File: config.mk
export PLATFORM = sky130hd
export DESIGN_NAME = ps2_kbd_rx
export DESIGN_NICKNAME = d
export VERILOG_FILES = /design/src/rtl/ps2_pkg.sv /design/src/rtl/ps2_evt_fifo.sv /design/src/rtl/ps2_kbd_rx.sv
export SDC_FILE = /design/constraint.sdc
export NUM_CORES = 1
export LEC_CHECK = 0
export CELL_PAD_IN_SITES_DETAIL_PLACEMENT = 1
export CELL_PAD_IN_SITES_GLOBAL_PLACEMENT = 2
export CORE_MARGIN = 2
export CORE_UTILIZATION = 30
export CTS_BUF_LIST = sky130_fd_sc_hd__clkbuf_8
export DETAILED_ROUTE_END_ITERATION = 16
export DONT_BUFFER_PORTS = 1
export PLACE_DENSITY_LB_ADDON = 0.1
export SLEW_MARGIN = 20
export SYNTH_ARGS = -nofsm -noshare
export SYNTH_HDL_FRONTEND = slang
export SYNTH_SLANG_ARGS = --single-unit
File: constraint.sdc
create_clock -name clk -period 4.7 [get_ports clk]
set_input_delay 0.705 -clock clk [delete_from_list [all_inputs] [get_ports clk]]
set_output_delay 0.705 -clock clk [all_outputs]
set_load 0.005 [all_outputs]
File: src/rtl/ps2_pkg.sv
// Shared types and constants for the PS/2 keyboard receiver: FSM state,
// prefix scancodes and the decoded key event record.
package ps2_pkg;

  typedef enum logic [1:0] {
    IDLE   = 2'd0,
    DATA   = 2'd1,
    PARITY = 2'd2,
    STOP   = 2'd3
  } ps2_state_t;

  localparam logic [7:0] PS2_EXT = 8'hE0;
  localparam logic [7:0] PS2_BRK = 8'hF0;

  typedef struct packed {
    logic       ext;
    logic       brk;
    logic [7:0] code;
  } ps2_evt_t;

endpackage

File: src/rtl/ps2_evt_fifo.sv
// Synchronous show-ahead FIFO of key events. Pointers carry one extra wrap bit
// so that full and empty are told apart without a separate occupancy counter.
module ps2_evt_fifo
  import ps2_pkg::*;
#(
  parameter int DEPTH = 8
) (
  input  logic     clk,
  input  logic     rst,
  input  logic     push,
  input  ps2_evt_t din,
  input  logic     pop,
  output ps2_evt_t dout,
  output logic     full,
  output logic     empty
);

  localparam int AW = $clog2(DEPTH);

  logic [AW:0] wr_ptr;
  logic [AW:0] rd_ptr;
  ps2_evt_t    mem [DEPTH];

  always_ff @(posedge clk) begin
    if (rst) begin
      wr_ptr <= '0;
      rd_ptr <= '0;
    end else begin
      if (push) wr_ptr <= wr_ptr + (AW + 1)'(1);
      if (pop)  rd_ptr <= rd_ptr + (AW + 1)'(1);
    end
  end

  always_ff @(posedge clk) begin
    if (push) mem[wr_ptr[AW-1:0]] <= din;
  end

  assign empty = (wr_ptr == rd_ptr);
  assign full  = (wr_ptr[AW] != rd_ptr[AW]) && (wr_ptr[AW-1:0] == rd_ptr[AW-1:0]);
  assign dout  = mem[rd_ptr[AW-1:0]];

endmodule

File: src/rtl/ps2_kbd_rx.sv
// PS/2 keyboard receiver: synchronizes the raw lines, frames 11-bit words,
// decodes E0/F0 prefixes into key events and queues them for a consumer.
module ps2_kbd_rx
  import ps2_pkg::*;
#(
  parameter int FIFO_DEPTH     = 8,
  parameter int SYNC_STAGES    = 2,
  parameter int TIMEOUT_CYCLES = 50000,
  parameter int CNT_W          = 8
) (
  input  logic             clk,
  input  logic             rst,
  input  logic             ps2_clk,
  input  logic             ps2_dat,
  output logic             evt_valid,
  input  logic             evt_ready,
  output logic [7:0]       evt_code,
  output logic             evt_brk,
  output logic             evt_ext,
  output logic [CNT_W-1:0] press_count,
  output logic             frame_err,
  output logic             overflow,
  input  logic             clr_overflow
);

  localparam int               TO_W    = $clog2(TIMEOUT_CYCLES);
  localparam logic [TO_W-1:0]  TO_LAST = TO_W'(TIMEOUT_CYCLES - 1);

  logic [SYNC_STAGES-1:0] clk_sync;
  logic [SYNC_STAGES-1:0] dat_sync;
  logic                   clk_prev;
  logic                   clk_s;
  logic                   dat_s;
  logic                   fall;

  ps2_state_t      state;
  ps2_state_t      state_next;
  logic [2:0]      bit_cnt;
  logic [7:0]      shreg;
  logic            par_bit;
  logic [TO_W-1:0] to_cnt;
  logic            err_now;
  logic            byte_ok;

  logic            ext_flag;
  logic            brk_flag;
  logic            evt_gen;
  ps2_evt_t        new_evt;
  ps2_evt_t        head;
  logic            fifo_full;
  logic            fifo_empty;
  logic            push;
  logic            pop;

  // Lines idle high, so the synchronizers reset to 1 to avoid a false fall.
  always_ff @(posedge clk) begin
    if (rst) begin
      clk_sync <= '1;
      dat_sync <= '1;
      clk_prev <= 1'b1;
    end else begin
      clk_sync <= {clk_sync[SYNC_STAGES-2:0], ps2_clk};
      dat_sync <= {dat_sync[SYNC_STAGES-2:0], ps2_dat};
      clk_prev <= clk_s;
    end
  end

  assign clk_s = clk_sync[SYNC_STAGES-1];
  assign dat_s = dat_sync[SYNC_STAGES-1];
  assign fall  = clk_prev & ~clk_s;

  always_comb begin
    state_next = state;
    err_now    = 1'b0;
    byte_ok    = 1'b0;
    case (state)
      IDLE:    if (fall && !dat_s) state_next = DATA;
      DATA:    if (fall && bit_cnt == 3'd7) state_next = PARITY;
      PARITY:  if (fall) state_next = STOP;
      STOP: begin
        if (fall) begin
          state_next = IDLE;
          if ((^shreg ^ par_bit) && dat_s) byte_ok = 1'b1;
          else                             err_now = 1'b1;
        end
      end
      default: state_next = IDLE;
    endcase
    // A stalled partial frame is abandoned; a fall in the same cycle wins.
    if (state != IDLE && !fall && to_cnt == TO_LAST) begin
      state_next = IDLE;
      err_now    = 1'b1;
    end
  end

  always_ff @(posedge clk) begin
    if (rst) begin
      state     <= IDLE;
      bit_cnt   <= '0;
      shreg     <= '0;
      par_bit   <= 1'b0;
      to_cnt    <= '0;
      frame_err <= 1'b0;
    end else begin
      state     <= state_next;
      frame_err <= err_now;
      if (state == IDLE) begin
        bit_cnt <= '0;
      end else if (state == DATA && fall) begin
        shreg   <= {dat_s, shreg[7:1]};
        bit_cnt <= bit_cnt + 3'd1;
      end
      if (state == PARITY && fall) par_bit <= dat_s;
      to_cnt <= (state_next == IDLE || fall) ? '0 : to_cnt + TO_W'(1);
    end
  end

  assign evt_gen = byte_ok && (shreg != PS2_EXT) && (shreg != PS2_BRK);
  assign new_evt = {ext_flag, brk_flag, shreg};

  always_ff @(posedge clk) begin
    if (rst) begin
      ext_flag    <= 1'b0;
      brk_flag    <= 1'b0;
      press_count <= '0;
      overflow    <= 1'b0;
    end else begin
      if (err_now || evt_gen) begin
        ext_flag <= 1'b0;
        brk_flag <= 1'b0;
      end else if (byte_ok) begin
        if (shreg == PS2_EXT) ext_flag <= 1'b1;
        if (shreg == PS2_BRK) brk_flag <= 1'b1;
      end
      if (evt_gen && brk_flag) press_count <= press_count + CNT_W'(1);
      if (evt_gen && fifo_full && !pop) overflow <= 1'b1;
      else if (clr_overflow)            overflow <= 1'b0;
    end
  end

  // Output handshake: the head event transfers on a clk edge where
  // evt_valid && evt_ready; while evt_valid && !evt_ready the head is held.
  assign pop  = evt_valid && evt_ready;
  assign push = evt_gen && (!fifo_full || pop);

  ps2_evt_fifo #(
    .DEPTH (FIFO_DEPTH)
  ) u_fifo (
    .clk   (clk),
    .rst   (rst),
    .push  (push),
    .din   (new_evt),
    .pop   (pop),
    .dout  (head),
    .full  (fifo_full),
    .empty (fifo_empty)
  );

  assign evt_valid = ~fifo_empty;
  assign evt_code  = evt_valid ? head.code : 8'h00;
  assign evt_brk   = evt_valid ? head.brk  : 1'b0;
  assign evt_ext   = evt_valid ? head.ext  : 1'b0;

endmodule

==> flow_summary.ini <==
[die]
start_util_pct = 30.7
row_count = 50
io_pins = 27
die_w_um = 142
coreArea_mm2 = 0.0188
die_h_um = 142
die_area_mm2 = 0.0203

[placement]
post-place-ws_ns = 1.75
gp_congestion = 0.702
dp_hpwl_mm = 7.92
placed_cells = 661
port-buffer-count = 0

[clock_tree]
cts.hold.buffers_added = 0
cts_tree = built
clock-root-buffer = clkbuf_8
htree_levels = 4
post_cts.repair.setup_buffers = 0
cts_sinks = 138
clockBufferDepth = 2
cts.clk_slew.worst_paths_ns = 0.09
cts_resized = 0
clock_latency_ns = 0.44
cts_buffers = 17

[logic_synthesis]
yosys_warnings = 0
avgSynthCellArea_um2 = 13.1
yosys_register_bits = 138
synth.lib_cells_used.distinct = 50
seq_area_frac_synth_pct = 61.9
synth_enable_flop_cells = 80
synth_ff_type = edfxtp_1
syn_inst = 438
async_reset_ff_share_pct = 0
syn_area_mm2 = 0.00575
syn-num-nets = 455

[job]
cap_violations = 0

[sta]
max_freq_ghz = 0.325
post-route-min-period_ns = 3.08
relSlewSlack_pct = 34.2
setup_viol = 0
worstMarginPinSlew_ns = 0.985
finalHoldViolCount = 0
maxSlewViolCount = 0
period_share_pct = 65.5
finalWorstSetupSlack_ns = 1.62
fin_worst_skew_ns = 0.0143
timing.setup.tns_ns = 0
grt_setup_unrepaired = no

[drt]
drt_iter0_markers = 159
via_per_inst = 4.91
ant_nets = 0
drt-total-wl_mm = 12.1
vias = 3405
route.detailed.drc = 0
wl_per_cell_um = 17.5
first_pass_iters = 5

[cells_and_area]
postLayoutCoreUtil_pct = 33.7
insertedDiodeCount = 0
layout_common_cells = edfxtp_1 (80), dfxtp_1 (57), nor2_1 (48)
area_growth_pct = 10.1
fill_cells = 2010
final_common_cell = edfxtp_1
fin_nets = 463
drive_above_1_share_pct = 17.0
stdcell_count = 693

[setup_path]
start_kind = register
crit_fanout = 11
required_ns = 3.99
end_kind = output pin
worstPathArrival_ns = 2.37
crit_type = register to output pin

[power]
irDropWorstVdd_mv = 0.169
switching_share_pct = 22.7
p_per_area_mw_per_mm2 = 333
cellLeakagePower_nw = 1.98
total_power_mw = 2.11
p_int_mw = 1.63
p_clk_share_pct = 39.7
combinationalPowerShare_pct = 0.3
p_sw_mw = 0.478
p_seq_share_pct = 60.1

[global_routing]
grt_pass1_vias = 3617
track_usage_pct = 13.1
grt_max_degree = 42
grt_pass1_wl_mm = 19.9
gr-total-overflow = 0
antenna_found_initial = 0

[min_path]
hp-class = primary input to register

[status]
status = finished, final reports clean
-- synthesized netlist by cell type (3+ instances only) --
library cell / n / area share, %
xor2_1: 9 / 1.4
dfxtp_1: 58 / 20
nand2_1: 32 / 2.1
ha_1: 11 / 2.4
clkbuf_1: 7 / 0.46
o31ai_1: 3 / 0.39
inv_1: 14 / 0.91
and3_1: 4 / 0.43
o21ai_0: 9 / 0.78
nor4_1: 3 / 0.33
nand3_1: 16 / 1.4
a21oi_1: 23 / 2.0
nor2b_1: 4 / 0.43
buf_2: 6 / 0.52
nand2b_1: 6 / 0.65
mux2i_1: 12 / 2.1
nor3_1: 9 / 0.78
or3_1: 9 / 0.98
or2_2: 5 / 0.54
mux4_2: 20 / 7.8
xnor2_1: 14 / 2.1
nand4_1: 3 / 0.33
edfxtp_1: 80 / 42
or4_1: 3 / 0.39
nor2_1: 48 / 3.1
-- stage by stage --
| step | hold WS, ns | instance area, um^2 |
|---|---|---|
| 6_report | 0.317 | 6330 |
| 3_5_place_dp | 0.403 | 5990 |
| 2_1_floorplan | 0.389 | 5750 |
| 4_1_cts | 0.271 | 6330 |
| 5_1_grt | 0.283 | 6330 |
| 3_3_place_gp | 0.400 | 5990 |
-- layer usage --
metal | up-vias | track usage [%] | share of wire [%]
met2 | 39 | 21.4 | 49
met1 | 1744 | 16.8 | 47
li1 | 1611 | - | -
met3 | 11 | 3.40 | 2.7
met5 | - | 0 | 0
met4 | 0 | 5.00 | 1.1
-- registers in the layout (all words and copies together) (netlist names), named ones only --
signal and flops:
dat_sync 2, clk_sync 2, bit_cnt 3, u_fifo.rd_ptr 4, u_fifo.mem 80, overflow 1, par_bit 1, u_fifo.wr_ptr 4
ext_flag 1, press_count 8, clk_prev 1, shreg 8, brk_flag 1, to_cnt 16, frame_err 1, state 2
-- critical path, cell delays in order (launching register included) --
cell,delay (ns)
dfxtp_1,0.59
xnor2_1,0.17
nand3_1,0.12
nor2b_1,0.78
inv_1,0.27
-- kinds of logic after synthesis --
| kind of cell | synth area share, % |
|---|---|
| adders and majority gates | 2.39 |
| AOI/OAI and AO/OA | 4.61 |
| DFF | 61.9 |
| and+or+nand+nor | 13.8 |
| xor gates and xnor gates | 3.91 |
| buffers and inverters | 3.20 |
| muxes | 10.1 |
-- final timing paths --
path                                       start               end  slack (ns)  depth (start not counted)
worst min register to register       clk_sync[0]       clk_sync[1]        0.41                          1
worst max-delay path            u_fifo.wr_ptr[1]         evt_valid        1.62                          4
worst max register to register          shreg[4]  u_fifo.mem[5][6]        1.79                          8
worst min-delay path                         rst    press_count[6]        0.32                          1
-- layout make-up --
type                    instances  area (um^2)  share of cell area [%]
flip-flops and latches        138         3560                    56.3
multi-input cells             266         2020                    31.9
well taps                     234          293                    4.62
clock buffers                  17          234                    3.69
clock inverters                15          104                    1.64
repair buffers                  9         67.6                    1.07
inverters                      14         52.6                   0.830
-- power groups by stage --
stage	sequential, mW	clock [mW]	combinational [mW]
CTS	1.27	0.881	0.00547
floorplan	1.29	0	0.0114
finish	1.27	0.836	0.00536
detailed placement	1.29	0	0.00548
global placement	1.29	0	0.00539
global route	1.27	0.926	0.00609
(Power assumes the default switching activity.)
